## config.mk

```make
export PLATFORM = sky130hd
export DESIGN_NAME = fir_engine_param
export DESIGN_NICKNAME = d
export VERILOG_FILES = /design/src/rtl/fir_engine_param.sv
export SDC_FILE = /design/constraint.sdc
export NUM_CORES = 2
export LEC_CHECK = 0
export ABC_AREA = 1
export CELL_PAD_IN_SITES_DETAIL_PLACEMENT = 1
export CELL_PAD_IN_SITES_GLOBAL_PLACEMENT = 1
export CORE_ASPECT_RATIO = 0.75
export CORE_MARGIN = 5
export CORE_UTILIZATION = 52
export DETAILED_ROUTE_END_ITERATION = 12
export PLACE_DENSITY_LB_ADDON = 0.1
export SYNTH_ARGS = -nofsm -noshare
export SYNTH_HDL_FRONTEND = slang
export SYNTH_SLANG_ARGS = --single-unit
```

## constraint.sdc

```tcl
create_clock -name axis_clk -period 12.3 [get_ports axis_clk]
set_clock_uncertainty 0.15 [all_clocks]
set_input_delay 1.845 -clock axis_clk [delete_from_list [all_inputs] [get_ports axis_clk]]
set_output_delay 1.845 -clock axis_clk [all_outputs]
set_load 0.03 [all_outputs]
```

## src/rtl/fir_engine_param.sv

```systemverilog
// -----------------------------------------------------------------------------
// fir_engine_param
//   Parametrised streaming FIR engine. Coefficients, tap count and job length
//   are programmed over AXI-Lite. Samples arrive on an AXI-Stream slave and
//   filtered results leave on an AXI-Stream master. A single shared MAC
//   performs one multiply per cycle.
//
// Parameters
//   DATA_W  : sample / coefficient / AXI data width
//   ADDR_W  : AXI-Lite address width
//   MAX_TAP : number of tap and history registers (1..32)
//
// Ports
//   axis_clk, axis_rst_n          : clock, asynchronous active-low reset
//   aw*/w*                        : AXI-Lite write address / data (no response channel)
//   ar*/r*                        : AXI-Lite read address / data
//   ss_tvalid/ss_tready/ss_tdata  : input sample stream (ss_tlast ignored)
//   sm_tvalid/sm_tready/sm_tdata/sm_tlast : output result stream
//
// Register map
//   0x00 ap_ctrl  {idle, done, start/busy}
//   0x10 data_length
//   0x14 ntap (clamped to 1..MAX_TAP)
//   0x20+4k tap h[k]
//
// Build option
//   FIR_SATURATE_EN : when defined, results are clamped to the signed DATA_W
//                     range instead of wrapping.
// -----------------------------------------------------------------------------
module fir_engine_param #(
    parameter int DATA_W  = 32,
    parameter int ADDR_W  = 12,
    parameter int MAX_TAP = 16
) (
    input  logic              axis_clk,
    input  logic              axis_rst_n,
    input  logic              awvalid,
    output logic              awready,
    input  logic [ADDR_W-1:0] awaddr,
    input  logic              wvalid,
    output logic              wready,
    input  logic [DATA_W-1:0] wdata,
    input  logic              arvalid,
    output logic              arready,
    input  logic [ADDR_W-1:0] araddr,
    output logic              rvalid,
    input  logic              rready,
    output logic [DATA_W-1:0] rdata,
    input  logic              ss_tvalid,
    output logic              ss_tready,
    input  logic [DATA_W-1:0] ss_tdata,
    input  logic              ss_tlast,
    output logic              sm_tvalid,
    input  logic              sm_tready,
    output logic [DATA_W-1:0] sm_tdata,
    output logic              sm_tlast
);

    localparam int KW    = (MAX_TAP > 1) ? $clog2(MAX_TAP) : 1;
    localparam int NW    = $clog2(MAX_TAP + 1);
    localparam int ACC_W = 2 * DATA_W + $clog2(MAX_TAP);

    localparam logic [ADDR_W-1:0] A_CTRL = ADDR_W'(32'h0000_0000);
    localparam logic [ADDR_W-1:0] A_LEN  = ADDR_W'(32'h0000_0010);
    localparam logic [ADDR_W-1:0] A_NTAP = ADDR_W'(32'h0000_0014);
    localparam logic [ADDR_W-1:0] A_TAP0 = ADDR_W'(32'h0000_0020);

    typedef enum logic [1:0] {
        S_IDLE    = 2'd0,
        S_WAIT_IN = 2'd1,
        S_MAC     = 2'd2,
        S_OUT     = 2'd3
    } state_t;

    state_t state_r, state_nx;

    logic                     awready_r, wready_r, arready_r, rvalid_r;
    logic [DATA_W-1:0]        rdata_r;
    logic                     ss_tready_r, sm_tvalid_r, sm_tlast_r;
    logic [DATA_W-1:0]        sm_tdata_r;
    logic                     ss_tready_nx, sm_tvalid_nx;
    logic                     done_r;
    logic [DATA_W-1:0]        data_len_r;
    logic [NW-1:0]            ntap_r;
    logic signed [DATA_W-1:0] h_r [MAX_TAP];
    logic signed [DATA_W-1:0] x_r [MAX_TAP];
    logic signed [ACC_W-1:0]  acc_r;
    logic [KW-1:0]            k_r;
    logic [DATA_W-1:0]        out_cnt_r;

    logic                       wr_fire_s, rd_fire_s, idle_s, wr_cfg_s;
    logic                       start_any_s, start_s, accept_s, mac_last_s;
    logic                       out_fire_s, last_out_s;
    logic [ADDR_W-1:0]          wofs_s, rofs_s;
    logic                       wr_tap_hit_s, rd_tap_hit_s;
    logic [KW-1:0]              wr_tap_idx_s, rd_tap_idx_s;
    logic [NW-1:0]              ntap_wr_s;
    logic [DATA_W-1:0]          rd_data_s;
    logic signed [2*DATA_W-1:0] prod_s;
    logic signed [ACC_W-1:0]    acc_sum_s;
    logic [DATA_W-1:0]          out_val_s;
    logic                       unused_s;

    assign awready   = awready_r;
    assign wready    = wready_r;
    assign arready   = arready_r;
    assign rvalid    = rvalid_r;
    assign rdata     = rdata_r;
    assign ss_tready = ss_tready_r;
    assign sm_tvalid = sm_tvalid_r;
    assign sm_tdata  = sm_tdata_r;
    assign sm_tlast  = sm_tlast_r;

    // The write handshake completes on the edge where both readies are high.
    assign wr_fire_s   = awvalid & wvalid & awready_r & wready_r;
    assign rd_fire_s   = arvalid & arready_r;
    assign idle_s      = (state_r == S_IDLE);
    assign wr_cfg_s    = wr_fire_s & idle_s;
    assign start_any_s = wr_fire_s & idle_s & (awaddr == A_CTRL) & wdata[0];
    assign start_s     = start_any_s & (data_len_r != '0);
    assign accept_s    = (state_r == S_WAIT_IN) & ss_tvalid;
    assign mac_last_s  = (state_r == S_MAC) & (NW'(k_r) == (ntap_r - NW'(1)));
    assign out_fire_s  = sm_tvalid_r & sm_tready;
    assign last_out_s  = (out_cnt_r == (data_len_r - DATA_W'(1)));

    // Tap window decode: word-aligned addresses inside 0x20 .. 0x20+4*MAX_TAP.
    assign wofs_s       = awaddr - A_TAP0;
    assign rofs_s       = araddr - A_TAP0;
    assign wr_tap_hit_s = (awaddr >= A_TAP0) && (awaddr[1:0] == 2'b00) &&
                          (wofs_s[ADDR_W-1:2] < (ADDR_W-2)'(MAX_TAP));
    assign rd_tap_hit_s = (araddr >= A_TAP0) && (araddr[1:0] == 2'b00) &&
                          (rofs_s[ADDR_W-1:2] < (ADDR_W-2)'(MAX_TAP));
    assign wr_tap_idx_s = wofs_s[KW+1:2];
    assign rd_tap_idx_s = rofs_s[KW+1:2];

    assign unused_s = ^{ss_tlast, wofs_s[1:0], rofs_s[1:0]};

    // Shared MAC: product sign-extended into the wide accumulator.
    assign prod_s    = h_r[k_r] * x_r[k_r];
    assign acc_sum_s = acc_r + ACC_W'(prod_s);

`ifdef FIR_SATURATE_EN
    function automatic logic [DATA_W-1:0] sat_out(input logic signed [ACC_W-1:0] a);
        logic [ACC_W-DATA_W:0] hi;
        hi = a[ACC_W-1:DATA_W-1];
        if ((&hi) || !(|hi)) begin
            sat_out = a[DATA_W-1:0];
        end else if (a[ACC_W-1]) begin
            sat_out = {1'b1, {(DATA_W-1){1'b0}}};
        end else begin
            sat_out = {1'b0, {(DATA_W-1){1'b1}}};
        end
    endfunction
    assign out_val_s = sat_out(acc_sum_s);
`else
    assign out_val_s = acc_sum_s[DATA_W-1:0];
`endif

    // Clamp an ntap write into 1..MAX_TAP.
    always_comb begin
        ntap_wr_s = NW'(MAX_TAP);
        if (wdata == '0) begin
            ntap_wr_s = NW'(1);
        end else if (wdata > DATA_W'(MAX_TAP)) begin
            ntap_wr_s = NW'(MAX_TAP);
        end else begin
            ntap_wr_s = wdata[NW-1:0];
        end
    end

    // Read data mux; unmapped addresses return zero.
    always_comb begin
        rd_data_s = '0;
        case (araddr)
            A_CTRL:  rd_data_s = DATA_W'({idle_s, done_r, ~idle_s});
            A_LEN:   rd_data_s = data_len_r;
            A_NTAP:  rd_data_s = DATA_W'(ntap_r);
            default: begin
                if (rd_tap_hit_s) begin
                    rd_data_s = h_r[rd_tap_idx_s];
                end else begin
                    rd_data_s = '0;
                end
            end
        endcase
    end

    // AXI-Lite handshake registers; one-cycle ready pulses, rvalid held until rready.
    always_ff @(posedge axis_clk or negedge axis_rst_n) begin
        if (!axis_rst_n) begin
            awready_r <= 1'b0;
            wready_r  <= 1'b0;
            arready_r <= 1'b0;
            rvalid_r  <= 1'b0;
            rdata_r   <= '0;
        end else begin
            awready_r <= awvalid & wvalid & ~awready_r;
            wready_r  <= awvalid & wvalid & ~awready_r;
            arready_r <= arvalid & ~rvalid_r & ~arready_r;
            if (rd_fire_s) begin
                rvalid_r <= 1'b1;
                rdata_r  <= rd_data_s;
            end else if (rvalid_r && rready) begin
                rvalid_r <= 1'b0;
            end
        end
    end

    // Configuration registers and the sticky done flag.
    always_ff @(posedge axis_clk or negedge axis_rst_n) begin
        if (!axis_rst_n) begin
            data_len_r <= '0;
            ntap_r     <= NW'(MAX_TAP);
            done_r     <= 1'b0;
            for (int i = 0; i < MAX_TAP; i++) begin
                h_r[i] <= '0;
            end
        end else begin
            if (wr_cfg_s && (awaddr == A_LEN)) begin
                data_len_r <= wdata;
            end
            if (wr_cfg_s && (awaddr == A_NTAP)) begin
                ntap_r <= ntap_wr_s;
            end
            if (wr_cfg_s && wr_tap_hit_s) begin
                h_r[wr_tap_idx_s] <= wdata;
            end
            // Later assignments take priority: read-clear < start < final output.
            if (rd_fire_s && (araddr == A_CTRL)) begin
                done_r <= 1'b0;
            end
            if (start_any_s) begin
                done_r <= (data_len_r == '0);
            end
            if (out_fire_s && last_out_s) begin
                done_r <= 1'b1;
            end
        end
    end

    // FSM state register together with the registered stream handshake outputs.
    always_ff @(posedge axis_clk or negedge axis_rst_n) begin
        if (!axis_rst_n) begin
            state_r     <= S_IDLE;
            ss_tready_r <= 1'b0;
            sm_tvalid_r <= 1'b0;
        end else begin
            state_r     <= state_nx;
            ss_tready_r <= ss_tready_nx;
            sm_tvalid_r <= sm_tvalid_nx;
        end
    end

    // FSM next-state logic.
    always_comb begin
        state_nx = state_r;
        case (state_r)
            S_IDLE: begin
                if (start_s) state_nx = S_WAIT_IN;
                else         state_nx = S_IDLE;
            end
            S_WAIT_IN: begin
                if (ss_tvalid) state_nx = S_MAC;
                else           state_nx = S_WAIT_IN;
            end
            S_MAC: begin
                if (mac_last_s) state_nx = S_OUT;
                else            state_nx = S_MAC;
            end
            S_OUT: begin
                if (sm_tready) begin
                    if (last_out_s) state_nx = S_IDLE;
                    else            state_nx = S_WAIT_IN;
                end else begin
                    state_nx = S_OUT;
                end
            end
            default: state_nx = S_IDLE;
        endcase
    end

    // FSM outputs, decoded from the next state so the registered copies track the state.
    always_comb begin
        ss_tready_nx = 1'b0;
        sm_tvalid_nx = 1'b0;
        case (state_nx)
            S_WAIT_IN: ss_tready_nx = 1'b1;
            S_OUT:     sm_tvalid_nx = 1'b1;
            default: begin
                ss_tready_nx = 1'b0;
                sm_tvalid_nx = 1'b0;
            end
        endcase
    end

    // Datapath: history shift, MAC accumulation, output capture and sample count.
    always_ff @(posedge axis_clk or negedge axis_rst_n) begin
        if (!axis_rst_n) begin
            acc_r      <= '0;
            k_r        <= '0;
            out_cnt_r  <= '0;
            sm_tdata_r <= '0;
            sm_tlast_r <= 1'b0;
            for (int i = 0; i < MAX_TAP; i++) begin
                x_r[i] <= '0;
            end
        end else begin
            if (start_s) begin
                out_cnt_r <= '0;
                for (int i = 0; i < MAX_TAP; i++) begin
                    x_r[i] <= '0;
                end
            end else if (accept_s) begin
                x_r[0] <= ss_tdata;
                for (int i = 1; i < MAX_TAP; i++) begin
                    x_r[i] <= x_r[i-1];
                end
                acc_r <= '0;
                k_r   <= '0;
            end else if (state_r == S_MAC) begin
                acc_r <= acc_sum_s;
                k_r   <= k_r + KW'(1);
                // Capture the final sum directly so the output holds during stalls.
                if (mac_last_s) begin
                    sm_tdata_r <= out_val_s;
                    sm_tlast_r <= last_out_s;
                end
            end else if (out_fire_s) begin
                out_cnt_r  <= out_cnt_r + DATA_W'(1);
                sm_tlast_r <= 1'b0;
            end
        end
    end

endmodule

```

Word level (Yosys, flattened, before mapping)
Index checks and enable logic that the tools add are counted.
{"block": "totals", "word_cells": 172, "input_bits": 97, "ff_bits": 1238, "output_inout_bits": 71}
{"block": "classes", "magnitude_cmp": 9, "n_bitwise": 23, "eq_ne": 14, "n_mul": 1, "mux": 42, "reduce_logical": 29, "n_addsub": 7}
{"operator": "$mux W512", "count": 2}
{"operator": "$bwmux W512", "count": 1}
{"operator": "$bmux W32 S4", "count": 3}
{"operator": "$mux W32", "count": 12}
{"operator": "$mux W68", "count": 2}
{"operator": "$demux W32 S4", "count": 1}
{"operator": "$pmux W32 S3", "count": 1}
{"operator": "$add A68 B64 Y68", "count": 1}
{"operator": "$logic_not A32 Y1", "count": 2}
{"operator": "$mul A32 B32 Y64", "count": 1}
{"operator": "$eq A12 B5 Y1 const B", "count": 4}
{"operator": "$add A32 B1 Y32 const B", "count": 1}
{"operator": "$eq A32 B32 Y1", "count": 1}
{"operator": "$gt A32 B5 Y1 const B", "count": 1}
{"operator": "$reduce_bool A32 Y1", "count": 1}
{"operator": "$sub A32 B1 Y32 const B", "count": 1}
{"operator": "$ge A12 B6 Y1 const B", "count": 2}
{"operator": "$logic_not A12 Y1", "count": 2}
{"operator": "$sub A12 B6 Y12 const B", "count": 2}
{"operator": "$lt A10 B5 Y1 const B", "count": 2}
{"operator": "$ge A5 B5 Y1 const B", "count": 3}
{"operator": "$not A4 Y5", "count": 3}
{"operator": "$and A1 B1 Y1", "count": 14}
{"operator": "$mux W1", "count": 13}
{"operator": "other kinds (19)", "count": 49}

Logic depth before layout (Yosys ltp)
{"block": "depth", "depth_word": 11, "depth_mapped": 47, "mapped_depth_nobuf": 43}

Least setup slack after synthesis
Ideal clock, no wire load.
{"block": "synth_timing", "path_kind": "flip-flop to flip-flop", "start": "register k_r[0]", "end": "register acc_r[30]", "required_ns": 12.019, "setup_slack_ns": 4.051, "path_buffers": 8, "period_less_slack_ns": 8.249, "arrival_time_ns": 7.968, "path_stages_with_launch": 39, "setup_time_ns": 0.131, "cell_sequence": "dfrtp_1 -> buf_6 -> buf_12 -> buf_6 -> buf_4 -> buf_4 -> buf_2 -> a21oi_1 -> o21ai_0 -> o2111ai_1 -> nand3_1 -> nand2_1 -> clkbuf_1 -> clkbuf_1 -> nor2_1 -> fa_1 -> fa_1 -> inv_1 -> [3 not listed] -> fa_1 -> inv_1 -> fa_1 -> inv_1 -> fa_1 -> inv_1 -> fa_1 -> inv_1 -> ha_1 -> nand3_1 -> o221ai_1 -> a21oi_1 -> o41ai_1 -> a21oi_1 -> o21bai_1 -> nand2_1 -> nand3_1 -> o21ai_0"}
{"block": "synth_via", "elab_chain_len": 8, "elab_cells_between_ends": 11, "classes_between": "1 x add/sub; 1 x mul; 8 x mux; 1 x bitwise"}
{"element": "start: declaration", "line": "88", "rtl": "logic [KW-1:0] k_r;"}
{"element": "start signal: assignment", "line": "322", "rtl": "k_r <= k_r + KW'(1);"}
{"element": "$not A4 Y5 (implied by the code) (*)", "line": "139", "rtl": "assign prod_s = h_r[k_r] * x_r[k_r];"}
{"element": "$bmux W32 S4", "line": "139"}
{"element": "$mux W32 (implied by the code) (2 in a row)", "line": "139"}
{"element": "$mul A32 B32 Y64 (*)", "line": "139"}
{"element": "$add A68 B64 Y68 (*)", "line": "140", "rtl": "assign acc_sum_s = acc_r + ACC_W'(prod_s);"}
{"element": "$mux W68 (*)", "line": "320", "rtl": "end else if (state_r == S_MAC) begin"}
{"element": "$mux W68 (*)", "line": "313", "rtl": "end else if (accept_s) begin"}
{"element": "end signal: assignment", "line": "321", "rtl": "acc_r <= acc_sum_s;"}
{"element": "end: declaration", "line": "87", "rtl": "logic signed [ACC_W-1:0] acc_r;"}
Every way passes the cells marked *; elsewhere a longest branch is shown, timed or not. The select of a mux whose other input is x is not followed.
A chain may end at the register's enable or synchronous reset.

Final worst setup path
{"block": "layout_timing", "start": "register k_r[1]", "end": "register sm_tdata_r[25], in the netlist sm_tdata[25]"}
{"block": "layout_via", "elab_chain_len": 6, "elab_cells_between_ends": 12, "classes_between": "1 x add/sub; 1 x mul; 1 x eq/ne; 6 x mux; 2 x bitwise; 1 x reduce/logical"}
{"element": "$not A4 Y5 (implied by the code)", "line": "139"}
{"element": "$bmux W32 S4", "line": "139"}
{"element": "$mux W32 (implied by the code) (2 in a row)", "line": "139"}
{"element": "$mul A32 B32 Y64", "line": "139"}
{"element": "$add A68 B64 Y68", "line": "140"}
{"element": "end signal: assignment", "line": "325", "rtl": "sm_tdata_r <= out_val_s;"}
{"element": "end: declaration", "line": "80", "rtl": "logic [DATA_W-1:0] sm_tdata_r;"}
Parallel ways exist; a longest one is shown, timed or not. The select of a mux whose other input is x is not followed.

==> reports/metrics.csv <==
metric;value;unit
yosys_most_used_dff;dfrtp_1;
fmaxAchievable;95.4;MHz
gp_congestion;0.919;
area_growth;9.11;%
synth_top_area_cell;dfrtp_1;
synth_edf_count;0;
drc;0;
postRouteAntennaNets;0;
r2r_cells;30;
r2r_start;k_r[1];
rows;122;
crit_path_end_kind;flip-flop;
viasPerCell;6.11;
syn_area;77800;µm²
root_buffer;clkbuf_16;
die_h;345;µm
crit_start;k_r[1];
dieArea;158000;µm²
hold_class;flip-flop to flip-flop;
hold_viol_final;0;
slowest_stage;dfrtp_4;
ys_seq_area_share;38.7;%
crit_path_frequent_cell;fa_1;
synth_seq_cells;1202;
grt_pass1_vias;75800;
io_buffers;166;
vias;71700;
gr-usage-all-layers;37.1;%
drive_gt1_share;4.61;%
crit_fanout;84;
antenna_found_initial;7;
synth_area_leaders;dfrtp_1 (39%), nand2_1 (11%), fa_1 (11%), inv_1 (7.3%), o21ai_0 (4.8%);
synth.avg_cell_area;7.89;µm²
synth.most_common_cell;nand2_1;
synth.distinct_cells;58;
htree_levels;4;
rsz0062_at_grt;false;
fin_crit_sh;85.2;%
drt_iter0_drc;6665;
whs;0.314;ns
synth_warnings;0;
start_util;52.5;%
tightest_slew;1.28;ns
dr.pass1.iters;6;
wl_per_cell;25.1;µm
die_w;457;µm
wl;295000;µm
fin_crit;10.48;ns
syn_inst;9866;
cp_data_required_time;12.76;ns
setup_viol;0;
cts_tree;done;
multiInputGateArea;39200;µm²
worstPathArrival;10.94;ns
core;148000;µm²
cts_setup_buffers;0;
clkLatencyLatePin;0.80;ns
clockBufferDepth;3;
final-seq-area;30100;µm²
grt_pass1_wl;453000;µm
r2r_setup_slack;1.82;ns
slew_violations;0;
grt_max_degree;224;
synth_top_area_share;38.6;%
crit_type;flip-flop to flip-flop;
layout.nets;10400;
synthesis.nets;10600;
crit_path_start_kind;flip-flop;
final_cells;11700;
timing.rr.end;sm_tdata[25];
slew_headroom;14.8;%
numCtsBuffers;130;
cts.reportedPaths.clkPinSlew;0.07;ns
fin_setup_tns;0;ns
status;finished clean;
placedCellCount;11500;
numClockSinks;1202;
hpwl;193000;µm
cap_violations;0;
critPathMaxStageDelay;0.74;ns
cts_hold_buf;0;
grt.overflow.total;0;
io_pins;168;
crit_path_end;sm_tdata[25];
cts_resized;0;
ys_top_cells_by_count;nand2_1 (2363), inv_1 (1503), dfrtp_1 (1201), o21ai_0 (754), nand3_1 (690);
fill_cells;18000;
synthArstFlopShare;100;%
[stage by stage]
stage / setup WS, ns / instance area, µm² / utilization (%)
3_3_place_gp: 2.19 / 80400 / 54.3
2_1_floorplan: 4.05 / 77800 / -
4_1_cts: 1.95 / 84900 / 57.3
5_1_grt: 1.47 / 84900 / 57.3
6_report: 1.82 / 84900 / 57.3
3_5_place_dp: 1.97 / 80400 / 54.3
[registers in the layout, summed over array words and instances (netlist names)]
name and count:
acc_r 32, state_r 2, arready 1, k_r 4, rdata 32, done_r 1
ss_tready 1, h_r 512, sm_tlast 1, x_r 512, data_len_r 32, wready 1
rvalid 1, sm_tvalid 1, out_cnt_r 32, ntap_r 5, sm_tdata 32
[per-layer routing]
layer | vias up | routed length [µm] | GRT usage (%)
met2 | 2831 | 134000 | 59.5
li1 | 31400 | - | -
met5 | - | 0 | 0
met1 | 36600 | 117000 | 46.8
met3 | 874 | 22600 | 7.26
met4 | 0 | 20900 | 23.2
[layout make-up]
class                   instances  share of cell area [%]
diodes                          3                 0.00884
clock buffers                 188                    4.51
clock inverters                40                   0.727
inverters                    1524                    6.77
multi-input cells            6500                    46.2
flip-flops and latches       1202                    35.4
well taps                    1984                    2.92
repair buffers                304                    3.40
[how the worst min path moves through the flow]
| stage | start | to | slack [ns] | depth (start not counted) |
|---|---|---|---|---|
| 6_report | arready | arready | 0.31 | 1 |
| 5_1_grt | arready | arready | 0.34 | 1 |
| 4_1_cts | arready | arready | 0.31 | 1 |
| 3_5_place_dp | arready | arready | 0.31 | 1 |
| 3_3_place_gp | arready | arready | 0.29 | 1 |
| 2_1_floorplan | h_r[126] | h_r[126] | 0.30 | 2 |
[critical path: cells and delay by family (launching register included)]
family	cells	cell delay (ns)
adder cells (fa/ha/maj)	9	3.88
AO/OA/AOI/OAI	10	2.52
buffers and inverters	7	1.77
flip-flops	1	0.74
AND/OR/NAND/NOR	3	0.61
XOR/XNOR	1	0.45
[cell families (layout without fill, tap and decap cells)]
logic type | Yosys count | after routing | synth area share, %
AO/OA/AOI/OAI | 1959 | 1959 | 14.9
buffers and inverters | 2164 | 2056 | 11.1
other | 0 | 3 | 0
XOR/XNOR | 102 | 102 | 1.15
AND/OR/NAND/NOR | 3843 | 3843 | 20.4
adder cells (fa/ha/maj) | 596 | 596 | 13.8
flip-flops | 1202 | 1202 | 38.7
[placed cells by master, fill, tap and decap left out, types with 6 or more instances in the layout]
| cell type | instances |
|---|---|
| nand2_2 | 30 |
| a31oi_1 | 20 |
| or2_1 | 11 |
| a211oi_1 | 6 |
| clkinv_1 | 12 |
| bufinv_16 | 13 |
| clkbuf_16 | 136 |
| fa_1 | 438 |
| clkbuf_8 | 23 |
| dfrtp_1 | 1197 |
| ha_1 | 158 |
| buf_4 | 125 |
| clkinv_2 | 17 |
| nand4_1 | 58 |
| clkdlybuf4s50_1 | 162 |
| buf_12 | 16 |
| nand3_2 | 17 |
| nand2_1 | 2361 |
| nor2_1 | 561 |
| o211ai_1 | 147 |
| nand3_1 | 673 |
| a21oi_1 | 182 |
| inv_1 | 1502 |
| o221ai_1 | 126 |
| or2_2 | 26 |
| o22ai_1 | 509 |
| a221oi_1 | 45 |
| o21ai_1 | 139 |
| nor3_1 | 58 |
| o21a_1 | 8 |
| o21ai_0 | 754 |
| clkbuf_1 | 29 |
| xnor2_1 | 35 |
| nand3b_1 | 6 |
| nor4_1 | 18 |
| xor2_1 | 67 |
Power is not shown: default switching activity piles up to over one toggle a cycle in this logic, so the estimate is an artifact.
